--- config.mk ---
export PLATFORM = sky130hd
export DESIGN_NAME = mem_bus_bridge
export DESIGN_NICKNAME = d
export VERILOG_FILES = /design/src/rtl/minirv_mem_pkg.sv /design/src/rtl/bus_timeout_ctr.sv /design/src/rtl/mem_bus_bridge.sv
export SDC_FILE = /design/constraint.sdc
export NUM_CORES = 1
export LEC_CHECK = 0
export BUFFER_PORTS_ARGS = -buffer_cell sky130_fd_sc_hd__buf_4
export CAP_MARGIN = 5
export CORE_MARGIN = 5
export CORE_UTILIZATION = 25
export CTS_BUF_LIST = sky130_fd_sc_hd__clkbuf_2 sky130_fd_sc_hd__clkbuf_4 sky130_fd_sc_hd__clkbuf_8
export DETAILED_ROUTE_END_ITERATION = 12
export PLACE_DENSITY_LB_ADDON = 0.2
export SLEW_MARGIN = 10
export SYNTH_ARGS = -nofsm -noshare
export SYNTH_HDL_FRONTEND = slang
export SYNTH_SLANG_ARGS = --single-unit
--- constraint.sdc ---
create_clock -name cpu_clk -period 4.1 [get_ports cpu_clk]
set_input_delay 0.615 -clock cpu_clk [delete_from_list [all_inputs] [get_ports cpu_clk]]
set_output_delay 0.615 -clock cpu_clk [all_outputs]
set_load 0.005 [all_outputs]
--- src/rtl/minirv_mem_pkg.sv ---
// -----------------------------------------------------------------------------
// minirv_mem_pkg
// Shared types and defaults for the MEM-stage bus bridge.
//   mem_state_t      : bridge FSM state encoding
//   WSEL_LOAD_DEF    : rf_wsel code that marks a load (lw)
//   TIMEOUT_DEF      : default REQ+WAIT cycle budget before abort
//   ERR_DATA_DEF     : load data returned on misalign/timeout
//   is_misaligned()  : true when a byte address is not word aligned
// -----------------------------------------------------------------------------
package minirv_mem_pkg;

    typedef enum logic [1:0] {
        ST_IDLE = 2'd0,
        ST_REQ  = 2'd1,
        ST_WAIT = 2'd2,
        ST_DONE = 2'd3
    } mem_state_t;

    localparam logic [1:0]  WSEL_LOAD_DEF = 2'b01;
    localparam int unsigned TIMEOUT_DEF   = 255;
    localparam logic [31:0] ERR_DATA_DEF  = 32'h0000_0000;

    function automatic logic is_misaligned(input logic [31:0] addr);
        return (addr[1:0] != 2'b00);
    endfunction

endpackage

--- src/rtl/bus_timeout_ctr.sv ---
// -----------------------------------------------------------------------------
// bus_timeout_ctr
// Counts cycles spent with a bus transaction outstanding. Cleared when a new
// request is launched, advances on every enabled cycle, and flags expiry on
// the TIMEOUT-th enabled cycle so the owner can abort on that clock edge.
// Ports:
//   cpu_clk   in   clock, rising edge
//   cpu_rst_n in   asynchronous active-low reset
//   clear     in   restart the count at zero
//   enable    in   a transaction cycle is being spent
//   expire    out  this enabled cycle is the last one allowed
// -----------------------------------------------------------------------------
module bus_timeout_ctr #(
    parameter int unsigned TIMEOUT = 255
) (
    input  logic cpu_clk,
    input  logic cpu_rst_n,
    input  logic clear,
    input  logic enable,
    output logic expire
);

    localparam int W = (TIMEOUT > 1) ? $clog2(TIMEOUT + 1) : 1;
    localparam logic [W-1:0] LAST = W'(TIMEOUT - 1);

    logic [W-1:0] count;

    // Holds at LAST: the owner leaves REQ/WAIT on expiry, so the count never
    // needs to run past the terminal value.
    always_ff @(posedge cpu_clk or negedge cpu_rst_n) begin
        if (!cpu_rst_n) begin
            count <= '0;
        end else if (clear) begin
            count <= '0;
        end else if (enable && (count != LAST)) begin
            count <= count + W'(1);
        end
    end

    assign expire = enable && (count == LAST);

endmodule

--- src/rtl/mem_bus_bridge.sv ---
// -----------------------------------------------------------------------------
// mem_bus_bridge
// Turns the load/store held in the MEM stage into one valid/ready bus
// transaction, stalls the pipeline until it completes and returns registered
// load data. Misaligned accesses and transactions that exceed the cycle
// budget complete immediately with ERR_DATA and set a sticky error flag.
//
// state   | meaning
// --------+-----------------------------------------------------------------
// IDLE    | evaluate the MEM-stage instruction; launch, reject or ignore it
// REQ     | bus_req_valid high, request fields held until bus_req_ready
// WAIT    | request accepted, waiting for bus_resp_valid
// DONE    | result ready, stall released so the pipeline advances this edge
//
// Ports:
//   cpu_clk, cpu_rst_n   clock / async active-low reset
//   ram_we_MEM_in        store present in MEM
//   rf_wsel_MEM_in       load present when equal to WSEL_LOAD
//   ALU_C_MEM_in         byte address
//   rD2_MEM_in           store data
//   stall_mem            freeze IF..EX/MEM registers
//   rdata_MEM_out        load data, valid in DONE
//   bus_req_valid/ready  request handshake
//   bus_we, bus_addr,    request fields (word-aligned address)
//   bus_wdata
//   bus_resp_valid,      response / write acknowledge and read data
//   bus_rdata
//   bus_err              sticky error flag, cleared only by reset
// -----------------------------------------------------------------------------
module mem_bus_bridge
    import minirv_mem_pkg::*;
#(
    parameter logic [1:0]  WSEL_LOAD = WSEL_LOAD_DEF,
    parameter int unsigned TIMEOUT   = TIMEOUT_DEF,
    parameter logic [31:0] ERR_DATA  = ERR_DATA_DEF
) (
    input  logic        cpu_clk,
    input  logic        cpu_rst_n,
    input  logic        ram_we_MEM_in,
    input  logic [1:0]  rf_wsel_MEM_in,
    input  logic [31:0] ALU_C_MEM_in,
    input  logic [31:0] rD2_MEM_in,
    output logic        stall_mem,
    output logic [31:0] rdata_MEM_out,
    output logic        bus_req_valid,
    input  logic        bus_req_ready,
    output logic        bus_we,
    output logic [31:0] bus_addr,
    output logic [31:0] bus_wdata,
    input  logic        bus_resp_valid,
    input  logic [31:0] bus_rdata,
    output logic        bus_err
);

    mem_state_t state;

    logic is_store;
    logic is_load;
    logic mem_op;
    logic misaligned;
    logic ctr_clear;
    logic ctr_enable;
    logic ctr_expire;

    // A store wins when both flags are set.
    assign is_store   = ram_we_MEM_in;
    assign is_load    = (rf_wsel_MEM_in == WSEL_LOAD);
    assign mem_op     = is_store | is_load;
    assign misaligned = is_misaligned(ALU_C_MEM_in);

    assign stall_mem  = mem_op & (state != ST_DONE);

    assign ctr_clear  = (state == ST_IDLE) && mem_op && !misaligned;
    assign ctr_enable = (state == ST_REQ) || (state == ST_WAIT);

    bus_timeout_ctr #(
        .TIMEOUT (TIMEOUT)
    ) u_timeout (
        .cpu_clk   (cpu_clk),
        .cpu_rst_n (cpu_rst_n),
        .clear     (ctr_clear),
        .enable    (ctr_enable),
        .expire    (ctr_expire)
    );

    always_ff @(posedge cpu_clk or negedge cpu_rst_n) begin
        if (!cpu_rst_n) begin
            state         <= ST_IDLE;
            bus_req_valid <= 1'b0;
            bus_we        <= 1'b0;
            bus_addr      <= '0;
            bus_wdata     <= '0;
            rdata_MEM_out <= '0;
            bus_err       <= 1'b0;
        end else begin
            case (state)
                ST_IDLE: begin
                    if (mem_op) begin
                        if (misaligned) begin
                            bus_err       <= 1'b1;
                            rdata_MEM_out <= ERR_DATA;
                            state         <= ST_DONE;
                        end else begin
                            bus_addr      <= {ALU_C_MEM_in[31:2], 2'b00};
                            bus_we        <= is_store;
                            bus_wdata     <= rD2_MEM_in;
                            bus_req_valid <= 1'b1;
                            state         <= ST_REQ;
                        end
                    end
                end

                // Expiry beats a same-cycle ready: accepting would push the
                // transaction past its cycle budget.
                ST_REQ: begin
                    if (ctr_expire) begin
                        bus_req_valid <= 1'b0;
                        bus_err       <= 1'b1;
                        rdata_MEM_out <= ERR_DATA;
                        state         <= ST_DONE;
                    end else if (bus_req_ready) begin
                        bus_req_valid <= 1'b0;
                        state         <= ST_WAIT;
                    end
                end

                // A response arriving in the last allowed cycle still counts
                // as a normal completion.
                ST_WAIT: begin
                    if (bus_resp_valid) begin
                        if (!bus_we) begin
                            rdata_MEM_out <= bus_rdata;
                        end
                        state <= ST_DONE;
                    end else if (ctr_expire) begin
                        bus_err       <= 1'b1;
                        rdata_MEM_out <= ERR_DATA;
                        state         <= ST_DONE;
                    end
                end

                ST_DONE: begin
                    state <= ST_IDLE;
                end

                default: begin
                    state <= ST_IDLE;
                end
            endcase
        end
    end

endmodule

==> impl_metrics.yaml, run 1 <==
clock_network:
  cts_root_buffer: "clkbuf_8"
  clock_sinks: 107
  cts_tree: "yes"
  cts_setup_buffers: 0
  cts_resized: 0
  h-tree-depth: 3
  insertion_delay_ps: 370
  clockBufferDepth: 2
  hold_buffers: 0
  numCtsBuffers: 9
  clk_pin_slew_ps: 110
die:
  rows: 48
  io_pins: 203
  die_h_um: 142
  die-area_um2: 20000
  core_area_um2: 17100
  start_util_pct: 25.3
  die_x_um: 142
placement:
  place_ws_ps: 2050
  io_buffers: 200
  gp_congestion: 0.749
  hpwl_um: 8120
critical_path:
  worstPathArrival_ps: 2360
  regToRegSetupSlack_ps: 2000
  cp-start-kind: "register"
  cp_max_fo: 32
  end_kind: "register"
  path_class: "reg -> reg"
  required_ps: 4370
logic_synthesis:
  async_flop_share_pct: 100
  synth-compound-area-share_pct: 10.1
  synth_xor_area_share_pct: 1.01
  ys_top_cells_by_area: "dfrtp_1 (62%), mux2_2 (16%), a22o_1 (6.7%), ha_1 (1.7%), buf_6 (1.6%)"
  synth_edf_count: 0
  yosys.area.top_type: "dfrtp_1"
  syn_inst: 297
  synth_simple_gate_area_share_pct: 5.20
  syn_area_um2: 4330
  yosysTopAreaCellShare_pct: 61.8
  synthMuxAreaShare_pct: 16.6
  synth-seq-area-share_pct: 61.8
  yosys_most_used_dff: "dfrtp_1"
  syn-mean-instance-area_um2: 14.6
  synth_top_family_by_area: "multiplexers"
  yosys_register_bits: 107
  synth-adder-area-share_pct: 1.73
  yosysUniqueCellTypes: 36
  synth_warnings: 0
sta:
  setup_viol: 0
  setup-tns-final_ps: 0
  final_hold_viol_count: 0
  setup_slack_ps: 2000
  rsz0062_at_grt: "no"
  finClkSkew_ps: 10.7
  fmax_ghz: 0.477
  fin_crit_ps: 2100
  slew_viol_final: 0
  relSlewSlack_pct: 43.4
  fin_crit_sh_pct: 51.1
  tightest_slew_ps: 849
power:
  peakVddDrop_mv: 0.251
  leakage_nw: 3.10
  p_per_area_nw_per_um2: 646
layout:
  area_growth_pct: 44.8
  insertedDiodeCount: 0
  num-nets-final: 607
  final_cell_mix: "buf_4 (206), dfrtp_1 (107), mux2_2 (62)"
  drive_above_1_share_pct: 57.9
  final_common_cell: "buf_4"
drt:
  drt_first_pass_iters: 4
  drc: 0
  drtIter0Drc: 124
  antenna_left: 0
  wire_per_inst_um: 15.4
  vias: 3148
  vias_per_cell: 4.32
  routed_wl_um: 11200
grt:
  grt_overflow: 0
  grt_max_degree: 64
  antenna_found_initial: 0
  grt_pass1_vias: 3339
  track_usage_pct: 11.2
  grt_pass1_wl_um: 17900
min_path:
  hold_class: "in -> async"
run_status:
  status: "finished, final reports clean"
run:
  maxCapViolCount: 0
-- path summary, 6_finish.rpt --
check                              start                 to  cells after the start
setup / recovery                state[1]   rdata_MEM_out[7]                      7
hold / removal                 cpu_rst_n       bus_wdata[3]                      1
setup reg to reg                state[1]   rdata_MEM_out[7]                      7
hold reg to reg                  bus_err            bus_err                      1
max in group asynchronous      cpu_rst_n       bus_addr[27]                      2
min in group cpu_clk       bus_rdata[22]  rdata_MEM_out[22]                      2
-- critical path: stages (launching register included) --
cell,delay [ps]
dfrtp_1,440
inv_1,140
ha_1,270
nor3b_4,330
a21oi_2,110
nor3b_4,160
buf_4,240
a22o_1,270
-- cells in the mapped netlist, types with 5 or more instances --
library cell	instances
dfrtp_1	107
mux2_2	62
a22o_1	33
nor2_1	13
buf_6	6
ha_1	6
a21oi_1	5
buf_2	5
buf_4	5
nand3_1	5
nor2b_1	5
xnor2_1	5
-- stage by stage --
step                hold slack (ps)  instances  area, µm²  total power, mW  util [%]
finish                          320        728       6270             4.05      36.6
global route                    387        728       6270             4.36      36.6
global placement                463        712       6040             3.32      35.3
CTS                             343        728       6270             4.13      36.6
floorplan                       319        298       4330             2.46         -
detailed placement              479        712       6040             3.35      35.3
-- cells by family after synthesis --
| family | after synthesis |
|---|---|
| multiplexers | 64 |
| AO/OA/AOI/OAI | 53 |
| flip-flops | 107 |
| adder cells (fa/ha/maj) | 6 |
| other | 1 |
| AND/OR/NAND/NOR | 40 |
| buffers and inverters | 21 |
| XOR/XNOR | 5 |
-- state kept, by name, indices dropped and copies added (netlist names) --
register         cells
bus_addr            30
bus_err              1
bus_req_valid        1
bus_wdata           32
bus_we               1
rdata_MEM_out       32
state                2
u_timeout.count      8
-- per-layer routing --
metal  up-vias  wire length (µm)  share of wire [%]  track usage, %
met1      1539              4520                 40            13.8
met2       128              5650                 50            18.4
met4         0               249                2.2            5.25
li1       1468                 -                  -               -
met3        13               818                7.3            3.07
met5         -                 0                  0               0
-- area by class of cell --
cell class                      count  area [µm²]
Timing Repair Buffer              206        1550
Tap cell                          225         282
Inverter                            4        15.0
Clock inverter                      7         105
Fill cell                        1676       10800
Multi-Input combinational cell    170        1520
Clock buffer                        9         124
Sequential cell                   107        2680
-- report_power, final --
group	leakage [nW]	switching, mW	internal [mW]
logic	1.63	0.649	0.944
registers	1.36	0.242	1.46
clock network	0.113	0.394	0.355
total	3.10	1.29	2.76
No activity file was read; power rests on OpenSTA's default activity.
==> run 2, diff against run 1 <==
==> constraint.sdc (replaced) <==
create_clock -name cpu_clk -period 2.05 [get_ports cpu_clk]
set_input_delay 0.3075 -clock cpu_clk [delete_from_list [all_inputs] [get_ports cpu_clk]]
set_output_delay 0.3075 -clock cpu_clk [all_outputs]
set_load 0.005 [all_outputs]
==> run 2 against run 1 <==
Effect of this change: core utilization is 0.97 points higher; combinational power is 120% higher; highest routed layer unchanged; first-iteration DRC count is 32% higher; final area is 2.7% higher; largest cell class unchanged; sequential share of layout area is 1.1 points lower; fmax is 6.9% higher; via count is 1.5% higher; critical path type unchanged; sequential power is 99% higher; routed wire length is 5.8% higher; flip-flop and latch count stayed put; cell count is 1.8% higher; critical path depth stayed put.
==> impl_metrics.yaml, run 2 (synthesis gave the netlist of run 1 again) <==
die:
  rows: 48
  die-area_um2: 20000
  die_x_um: 142
  core_area_um2: 17100
  die_h_um: 142
  start_util_pct: 25.3
  io_pins: 203
placement:
  gp_congestion: 0.808
  hpwl_um: 8640
  io_buffers: 200
sta:
  setup-tns-final_ps: 0
  relSlewSlack_pct: 62.5
  rsz0062_at_grt: "no"
  fin_crit_ps: 1960
  finClkSkew_ps: 18.3
  tightest_slew_ps: 562
  fmax_ghz: 0.510
  fin_crit_sh_pct: 95.7
  final_hold_viol_count: 0
  slew_viol_final: 0
  setup_viol: 0
critical_path:
  worstPathArrival_ps: 2230
  cp_max_fo: 32
  cp-start-kind: "register"
  end_kind: "register"
  required_ps: 2320
  path_class: "reg -> reg"
run_status:
  status: "finished, final reports clean"
layout:
  drive_above_1_share_pct: 58.7
  insertedDiodeCount: 0
  fillerInstances: 1682
  final_util_pct: 37.6
  num-nets-final: 620
  final_common_cell: "buf_4"
  area_growth_pct: 48.7
  reg_top3: "bus_wdata: 32 flops, rdata_MEM_out: 32 flops, bus_addr: 30 flops"
  final_cell_mix: "buf_4 (211), dfrtp_1 (107), mux2_2 (62)"
drt:
  drtIter0Drc: 164
  vias: 3195
  antenna_left: 0
  routed_wl_um: 11900
  drc: 0
  drt_first_pass_iters: 4
  wire_per_inst_um: 16.0
  vias_per_cell: 4.31
power:
  pwr-share-seq_pct: 41.1
  total_power_mw: 8.28
  peakVddDrop_mv: 0.528
  netSwitchingPower_mw: 2.65
  leakage_nw: 3.19
  p_sw_share_pct: 32.0
  p_per_area_nw_per_um2: 1290
  pwr-share-clk_pct: 17.1
  pwr-share-comb_pct: 41.8
  p_int_mw: 5.63
clock_network:
  clk_pin_slew_ps: 120
  clock_sinks: 107
  h-tree-depth: 3
  clockBufferDepth: 2
  cts_tree: "yes"
  cts_root_buffer: "clkbuf_8"
  insertion_delay_ps: 380
  numCtsBuffers: 9
grt:
  grt_pass1_wl_um: 18400
  grt_overflow: 0
  antenna_found_initial: 0
  grt_max_degree: 66
  track_usage_pct: 11.5
  grt_pass1_vias: 3518
run:
  maxCapViolCount: 0
min_path:
  hold_class: "in -> reg"
==> run 2: through the flow <==
step                setup slack, ps  hold slack, ps  instances  area, µm²
floorplan                       334            11.9        298       4330
finish                         89.2             137        741       6440
CTS                            74.2            96.4        740       6410
global placement              -2.65             332        722       6170
detailed placement             -111             339        722       6170
global route                   4.35            94.0        741       6440
==> run 2: per-layer routing <==
metal	share of wire [%]	global-route usage (%)	vias to the layer above
li1	-	-	1497
met1	40	13.7	1569
met2	51	19.4	116
met3	7.5	3.57	13
met4	1.8	4.75	0
met5	0	0	-
==> run 2: path summary, 6_finish.rpt <==
kind                                    start                end  cells after the start  slack (ps)
worst max-delay path                 state[0]      bus_wdata[28]                      7          90
min in group asynchronous           cpu_rst_n  rdata_MEM_out[17]                      2         440
worst min register to register        bus_err            bus_err                      1         500
max in group asynchronous           cpu_rst_n  rdata_MEM_out[25]                      3         970
worst min-delay path            bus_rdata[27]  rdata_MEM_out[27]                      2         140
worst max register to register       state[0]      bus_wdata[28]                      7          90
==> run 2: area by class of cell <==
type,count,area (µm²),area share (%)
Clock inverter,7,87.6,1.36
Multi-Input combinational cell,170,1520,23.6
Sequential cell,107,2680,41.6
Tap cell,225,282,4.37
Clock buffer,9,124,1.92
Timing Repair Buffer,219,1730,26.9
Inverter,4,15.0,0.233
==> run 2: power by group through the flow <==
stage	clock network (mW)	registers, mW	logic (mW)
floorplan	0	3.45	1.47
global placement	0	3.45	3.37
detailed placement	0	3.45	3.44
CTS	1.50	3.41	3.47
global route	1.58	3.52	3.80
finish	1.41	3.40	3.46
==> run 2: timing repair <==
| action | in CTS | in global routing |
|---|---|---|
| endpoints found under the setup margin | 26 | 48 |
| setup buffers | 1 | 0 |
| cloned | 0 | 1 |
| gates resized for setup | 0 | 4 |
| hold buffers | 1 | 0 |
| hold endpoints to repair | 37 | 0 |
==> run 2: worst max-delay path: stages, from the launching register on <==
cell and delay, ps:
dfrtp_1 390, inv_1 70, ha_1 250, nor3b_4 170, buf_4 140, o21ai_4 90, buf_6 330, mux2_2 380
